==> src/rtl/turn_scheduler.sv <==
// Connect-4 turn sequencer: latches keypad selections, issues moves to the board over a
// req/done handshake, runs the per-turn forfeit timer and pulses the score counter.
//
// state     | meaning
// SELECT    | current player picks a column; turn timer runs
// ISSUE     | move_req held high until the board answers with move_done
// GAME_OVER | win or draw reached; only new_game is honoured
module turn_scheduler #(
  parameter int COLS          = 7,
  parameter int TIMEOUT_TICKS = 1500,
  parameter int TW            = 11
) (
  input  logic          clk,
  input  logic          reset_n,
  input  logic          tick_en,
  input  logic          key_valid,
  input  logic [3:0]    key_code,
  input  logic          key_pop,
  input  logic          submit,
  input  logic          new_game,
  output logic          move_req,
  output logic [2:0]    move_col,
  output logic          move_pop,
  output logic          move_player,
  input  logic          move_done,
  input  logic          move_ok,
  input  logic          win,
  input  logic          win_player,
  input  logic          draw,
  output logic          turn,
  output logic          sel_valid,
  output logic [2:0]    sel_col,
  output logic          sel_pop,
  output logic [TW-1:0] time_left,
  output logic          illegal,
  output logic          timeout,
  output logic          score_p1,
  output logic          score_p2,
  output logic          game_over
);

  localparam logic [TW-1:0] RELOAD   = TW'(TIMEOUT_TICKS);
  localparam logic [3:0]    MAX_CODE = 4'(COLS);
  localparam bit            TIMER_ON = (TIMEOUT_TICKS != 0);

  typedef enum logic [1:0] {SELECT, ISSUE, GAME_OVER} state_t;

  state_t state;
  logic   start_player;
  logic   ng_pend;
  logic   key_ok;

  assign key_ok = key_valid && (key_code >= 4'd1) && (key_code <= MAX_CODE);

  always_ff @(posedge clk or negedge reset_n) begin
    if (!reset_n) begin
      state        <= SELECT;
      turn         <= 1'b0;
      start_player <= 1'b0;
      sel_valid    <= 1'b0;
      sel_col      <= 3'd0;
      sel_pop      <= 1'b0;
      time_left    <= RELOAD;
      ng_pend      <= 1'b0;
      move_req     <= 1'b0;
      move_col     <= 3'd0;
      move_pop     <= 1'b0;
      move_player  <= 1'b0;
      illegal      <= 1'b0;
      timeout      <= 1'b0;
      score_p1     <= 1'b0;
      score_p2     <= 1'b0;
      game_over    <= 1'b0;
    end else begin
      illegal  <= 1'b0;
      timeout  <= 1'b0;
      score_p1 <= 1'b0;
      score_p2 <= 1'b0;
      case (state)
        SELECT, GAME_OVER: begin
          // A pending request from ISSUE lands here, one cycle after its score pulse.
          if (new_game || ng_pend) begin
            start_player <= ~start_player;
            turn         <= ~start_player;
            sel_valid    <= 1'b0;
            sel_col      <= 3'd0;
            sel_pop      <= 1'b0;
            time_left    <= RELOAD;
            ng_pend      <= 1'b0;
            game_over    <= 1'b0;
            state        <= SELECT;
          end else if (state == SELECT) begin
            if (submit && sel_valid) begin
              state       <= ISSUE;
              move_req    <= 1'b1;
              move_col    <= sel_col;
              move_pop    <= sel_pop;
              move_player <= turn;
            end else begin
              if (key_ok) begin
                sel_col   <= 3'(key_code - 4'd1);
                sel_pop   <= key_pop;
                sel_valid <= 1'b1;
              end
              // Forfeit clears any selection made in the same cycle.
              if (TIMER_ON && tick_en) begin
                if (time_left == TW'(1)) begin
                  timeout   <= 1'b1;
                  turn      <= ~turn;
                  sel_valid <= 1'b0;
                  time_left <= RELOAD;
                end else begin
                  time_left <= time_left - TW'(1);
                end
              end
            end
          end
        end
        ISSUE: begin
          if (new_game) ng_pend <= 1'b1;
          if (move_done) begin
            move_req  <= 1'b0;
            sel_valid <= 1'b0;
            if (!move_ok) begin
              illegal <= 1'b1;
              state   <= SELECT;
            end else if (win) begin
              score_p1  <= ~win_player;
              score_p2  <= win_player;
              game_over <= 1'b1;
              state     <= GAME_OVER;
            end else if (draw) begin
              game_over <= 1'b1;
              state     <= GAME_OVER;
            end else begin
              turn      <= ~turn;
              time_left <= RELOAD;
              state     <= SELECT;
            end
          end
        end
        default: state <= SELECT;
      endcase
    end
  end

endmodule

==> config.mk <==
export PLATFORM = sky130hd
export DESIGN_NAME = turn_scheduler
export DESIGN_NICKNAME = d
export VERILOG_FILES = /design/src/rtl/turn_scheduler.sv
export SDC_FILE = /design/constraint.sdc
export NUM_CORES = 1
export LEC_CHECK = 0
export BUFFER_PORTS_ARGS = -buffer_cell sky130_fd_sc_hd__buf_2
export CAP_MARGIN = 40
export CORE_MARGIN = 5
export CORE_UTILIZATION = 52
export CTS_BUF_LIST = sky130_fd_sc_hd__clkbuf_4 sky130_fd_sc_hd__clkbuf_8 sky130_fd_sc_hd__clkbuf_16
export CTS_CLUSTER_DIAMETER = 120
export CTS_CLUSTER_SIZE = 10
export DETAILED_ROUTE_END_ITERATION = 10
export PLACE_DENSITY = 0.79
export SYNTH_ARGS = -nofsm -noshare
export SYNTH_HDL_FRONTEND = slang
export SYNTH_SLANG_ARGS = --single-unit
==> constraint.sdc <==
create_clock -name clk -period 2.4 [get_ports clk]
set_clock_uncertainty 0.05 [all_clocks]
set_input_delay 0.36 -clock clk [delete_from_list [all_inputs] [get_ports clk]]
set_output_delay 0.36 -clock clk [all_outputs]
set_load 0.01 [all_outputs]
Word level (Yosys, flattened, before mapping)
Cells that the tools add are included.
{"block": "op_classes", "addsub": 2, "n_lt_le_gt_ge": 2, "n_eq_ne": 19, "n_mux": 73, "n_bitwise": 4, "n_reduce_logical": 19}
{"cell": "$mux W11", "n": 9}
{"cell": "$mux W1", "n": 46}
{"cell": "$pmux W11 S2", "n": 1}
{"cell": "$ne A2 B2 Y1 const B", "n": 10}
{"cell": "$ne A3 B3 Y1 const B", "n": 6}
{"cell": "$mux W2", "n": 7}
{"cell": "$mux W3", "n": 4}
{"cell": "$reduce_and A4 Y1", "n": 3}
{"cell": "$eq A11 B1 Y1 const B", "n": 1}
{"cell": "$sub A11 B1 Y11 const B", "n": 1}
{"cell": "$pmux W1 S2", "n": 5}
{"cell": "$reduce_and A5 Y1", "n": 2}
{"cell": "$reduce_and A9 Y1", "n": 1}
{"cell": "$reduce_and A8 Y1", "n": 1}
{"cell": "$reduce_and A3 Y1", "n": 2}
{"cell": "$reduce_bool A2 Y1", "n": 3}
{"cell": "$ge A4 B1 Y1 const B", "n": 1}
{"cell": "$le A4 B3 Y1 const B", "n": 1}
{"cell": "$not A1 Y1", "n": 4}
{"cell": "$pmux W2 S2", "n": 1}
{"cell": "$logic_and A1 B1 Y1", "n": 3}
{"cell": "$sub A3 B1 Y3 const B", "n": 1}
{"cell": "$eq A2 B1 Y1 const B", "n": 1}
{"cell": "$eq A2 B2 Y1 const B", "n": 1}
{"cell": "other kinds (4)", "n": 4}
{"block": "totals", "ff_bits": 32, "in_bits": 16, "out_inout_bits": 28, "elab_cells": 136}

Longest topological paths before layout
{"block": "depth", "word_depth": 10, "mapped_depth": 7}

Worst setup path before layout
No wires, ideal clock.
{"block": "synth_path", "path_kind": "reg-to-reg", "from": "register time_left[1]", "to": "register time_left[10]", "arrival_time_ns": 1.745, "t_required_ns": 2.270, "setup_slack_ns": 0.525, "stages_incl_launch_ff": 8, "path_buffers": 1, "period_less_slack_ns": 1.875, "cell_sequence": "dfrtp_1 > inv_1 > ha_1 > nor4b_2 > and3_1 > buf_6 > or4_1 > o221a_2"}
{"block": "synth_between", "elab_chain_cells": 7, "elab_cells_between_ends": 8, "cone_classes": "add/sub: 1; eq/ne: 1; mux: 6"}
{"element": "start: declaration", "line_no": "34", "source": "output logic [TW-1:0] time_left,"}
{"element": "start signal: assignment", "line_no": "113", "source": "time_left <= time_left - TW'(1);"}
{"element": "$sub A11 B1 Y11 or $eq A11 B1 Y1 (tied branches)", "line_no": "113, 107"}
{"element": "$mux W11 (*)", "line_no": "107", "source": "if (time_left == TW'(1)) begin"}
{"element": "$mux W11 (*)", "line_no": "106", "source": "if (TIMER_ON && tick_en) begin"}
{"element": "$mux W11 (*)", "line_no": "93", "source": "if (submit && sel_valid) begin"}
{"element": "$mux W11 (*)", "line_no": "92", "source": "end else if (state == SELECT) begin"}
{"element": "$mux W11 (*)", "line_no": "82", "source": "if (new_game || ng_pend) begin"}
{"element": "$pmux W11 S2 (*)", "line_no": "79", "source": "case (state)"}
Mark *: on every way between the ends. The rest lies on a longest branch, timed or not. The select of a mux whose other input is x is not followed.
A chain may end at the register's enable or synchronous reset.

Final worst setup path
{"block": "layout_path", "from": "register state[1]", "to": "register time_left[4]"}
{"block": "layout_between", "elab_chain_cells": 4, "elab_cells_between_ends": 14, "cone_classes": "eq/ne: 9; mux: 1; reduce/logical: 4"}
{"element": "start: declaration", "line_no": "48", "source": "state_t state;"}
{"element": "start signal: assignment", "line_no": "57", "source": "state <= SELECT;"}
{"element": "start signal: assignment", "line_no": "91", "source": "state <= SELECT;"}
{"element": "start signal: assignment", "line_no": "94", "source": "state <= ISSUE;"}
{"element": "$eq A2 B2 Y1 or $logic_not A2 Y1 (tied branches)", "line_no": "79, 92"}
{"element": "$reduce_or A2 Y1", "line_no": "79"}
{"element": "$ne A3 B3 Y1 (no source line) or $reduce_bool A2 Y1 (tied branches)"}
{"element": "$reduce_and A8 Y1 (no source line)"}
Several ways; a longest one is shown, not always the timed one.

==> reports/results.txt <==
Leaving out fill and tap cells, the most frequent cell in the layout is sky130_fd_sc_hd__buf_2. The worst setup path is of the register to register kind. Fraction of layout cells with a size suffix above 1: 0.3750. The tool flagged a number of max-cap violations equal to 0. The run gives 0 as the number of pins with negative max-slew slack in the final report. Timing would allow up to 502.0 MHz.

The library cells used most frequently in the layout, excluding fill and tap cells, are sky130_fd_sc_hd__buf_2, sky130_fd_sc_hd__dfrtp_1, sky130_fd_sc_hd__nor2_1, sky130_fd_sc_hd__nand2_1, sky130_fd_sc_hd__inv_1. The logs give 0.9773 for the final RePlAce weighted congestion and 0.4208 ns for the worst slack at placement. The number of nets handed over by synthesis was 180. The sequential power share came out at 0.464. The power per cell area is 773.7 nW/um^2, and the fraction of the cycle the final worst path needs is 0.8300.

The internal power contribution is 1.091 mW. The total iterations of the first detailed-routing run came out at 4. The cell area after synthesis was 1708 um^2. TritonCTS built the clock tree. The HPWL after detailed placement was 2.890 mm. The first global-routing pass estimated 6.486 mm of wire. The layout has 261 filler cells. The net switching fraction of the power is 0.3121. The post-cts sizing count was 0.

Summed over all nets, the switching power comes to 0.4948 mW. For the pin with the worst max-slew slack, the measured transition is 0.7009 ns. For the global-route total usage across every layer, the log shows 0.1913.

The startpoint of the worst setup timing path is state[1]. The number of setup buffers added after CTS is 0. The height of the chip was 67.31 um; the number of endpoints failing setup at the final stage was 0. The logs give 65 for the first-iteration detailed-routing DRC count and 5 for the number of buffers inserted during clock tree synthesis. The root cell of the clock tree is sky130_fd_sc_hd__clkbuf_4.

Average wire per standard cell: 15.28 um. After clock tree synthesis, the clock-pin slew on the worst setup and hold paths is 0.10 ns. The run gives 0.9352 nW as the standby leakage power.

The dominant register cell in the synthesized netlist is sky130_fd_sc_hd__dfrtp_1. For this block, the via count after detailed routing is 1,454. The initial antenna violation count came out at 0. The detail route stage leaves a number of antenna-violating nets equal to 0. The clock latency on the worst-skew pair is 0.33 ns. Yosys mapped a number of flops with a built-in enable equal to 0. After the last flow step, the layout net total stands at 227. The run finished with clean final reports. The clock network fraction of total power is 0.286, and the area occupied by multi-input gates is 837.1 um^2. The die outline area came out at 4531 um^2.

The worst register-to-register path begins at state[1]. The post-synthesis sequential element count came out at 32. The run gives 3.851 mm as the sum of routed wire length over all layers. The worst setup path is captured at a register.

For this run, the number of Yosys warnings is 0. In this run, post-CTS hold repair placed 0 buffers. Synthesis produced a netlist whose cell count is 160. The maximum buffer depth of the clock tree is 2.

The global-route congestion overflow total is 0. The clock net in this run drives a total of 32 sinks. The tools report the via count of the first global-routing pass as 1,414. The sequential cells in the finished layout cover a total of 809.5 um^2. VDD sags by at most 0.5652 mV. Row generation in the floorplan step produced 20 rows. After detailed routing, the number of remaining DRC violations is 0.

The min-delay analysis places its worst path in the category input pin to async pin. The relative max-transition margin was 0.5327. Of all nets on the critical path, the largest fanout is 11. At the worst endpoint, the required time is 2.62 ns. Entering global routing, the biggest net connects 33 pins. The post-synthesis async set-or-reset flop share works out to 1.000.

Setup repair after global routing left no endpoint under its margin. The post-route minimum period is 1.992 ns, and the final hold violation count is 0. The average via count per standard cell is 5.770, and the count of port buffers added during placement is 43. At the worst endpoint, the arrival time is 2.21 ns. The mean instance size in the synthesized netlist is 10.67 um^2. After layout, the worst setup slack is 0.4079 ns.

Yosys mapped the design onto 50 distinct sky130hd cell types. The repair_antennas step left the layout with diodes totalling 0. The run gives 2 as the number of H-tree branching levels. After routing, the total negative slack on setup checks comes to 0 ns. The growth of design area from synthesis to finish came out at 20.00%.

The tools report the category of the worst setup path launch point as a register. For the effective utilization at floorplan, the log shows 0.5504. The tools report the sequential-to-total area share from yosys stat as 0.4740.

The core region is 3103 um^2. The combinational share of power is 0.250, and the floorplan die width is 67.31 um. During I/O placement, the number of pins put on the boundary was 44.
## area by class of cell
type,instances,area share
Inverter,8,0.01465
Sequential cell,32,0.3950
Multi-Input combinational cell,116,0.4084
Tap cell,44,0.02686
Clock buffer,7,0.03175
Timing Repair Buffer,44,0.1087
Clock inverter,1,0.01465
## routing by layer
layer | up-vias | global-route usage | wire length [um]
li1 | 703 | - | -
met1 | 697 | 0.2420 | 1709
met2 | 47 | 0.3129 | 1888
met3 | 7 | 0.03993 | 197
met4 | 0 | 0.08861 | 55
met5 | - | 0 | 0
## stage by stage
step                      total power [mW]  std cells  area [um^2]  utilization  hold slack, ns
after detailed placement             1.141        244         1954       0.6298          0.3971
after CTS                            1.604        252         2049       0.6605         0.02215
after global placement               1.127        244         1954       0.6298          0.3850
final                                1.586        252         2049       0.6605         0.01178
after global routing                 1.683        252         2049       0.6605         0.06179
after floorplan                     0.9735        160         1708            -         0.01441
## registers in the layout (all words and copies together), names as in the netlist, 2 cells and up
register / flops
time_left: 11
move_col: 3
state: 2
sel_col: 3
## path summary, 6_finish.rpt
path	cells past startpoint	slack, ns	endpoint
setup / recovery	4	0.41	time_left[4]
hold / removal	1	0.01	illegal
setup reg to reg	4	0.41	time_left[4]
hold reg to reg	1	0.45	start_player
max in group asynchronous	1	1.84	move_col[0]
min in group clk	2	0.13	score_p1
## logic make-up (layout without fill, tap and decap cells)
logic type | after synthesis | count (layout) | synth area share
compound gates | 42 | 42 | 0.2008
buf+inv | 12 | 60 | 0.03589
xor+xnor | 2 | 2 | 0.01026
fa+ha+maj | 4 | 4 | 0.02931
mux | 5 | 5 | 0.03296
simple gates | 63 | 63 | 0.2168
flops | 32 | 32 | 0.4740
## cell usage after synthesis (all sizes together) (2+ instances only)
cell     count  area share
dfstp        7        0.11
o21ai        5       0.017
nor3         9       0.036
buf          4       0.018
o31ai        2       0.017
o221a        5       0.033
or3          3       0.014
o22a         2       0.010
nor4         4       0.015
dfrtp       25        0.37
or4          5       0.022
nand4        3       0.011
nand2b       4       0.015
nor2        13       0.029
nand2       12       0.026
o311ai       2       0.010
o311a        2       0.012
a21oi        7       0.021
mux2         5       0.033
and3         2      0.0073
ha           4       0.029
inv          8       0.018
o2bb2ai      5       0.026
nand3        3      0.0088
## power by group through the flow
stage	registers, mW	clock network, mW	logic [mW]
6_report	0.735	0.454	0.397
4_1_cts	0.735	0.467	0.402
2_1_floorplan	0.760	0	0.214
3_3_place_gp	0.738	0	0.389
5_1_grt	0.755	0.490	0.438
3_5_place_dp	0.742	0	0.398
## worst max-delay path: stages, from the launching register on
cell and delay (ns):
sky130_fd_sc_hd__dfrtp_1 0.51, sky130_fd_sc_hd__nand3b_4 0.24, sky130_fd_sc_hd__o31ai_4 0.28, sky130_fd_sc_hd__nand4_1 0.45
sky130_fd_sc_hd__o221a_2 0.40
No activity file was read; power rests on OpenSTA's default activity.
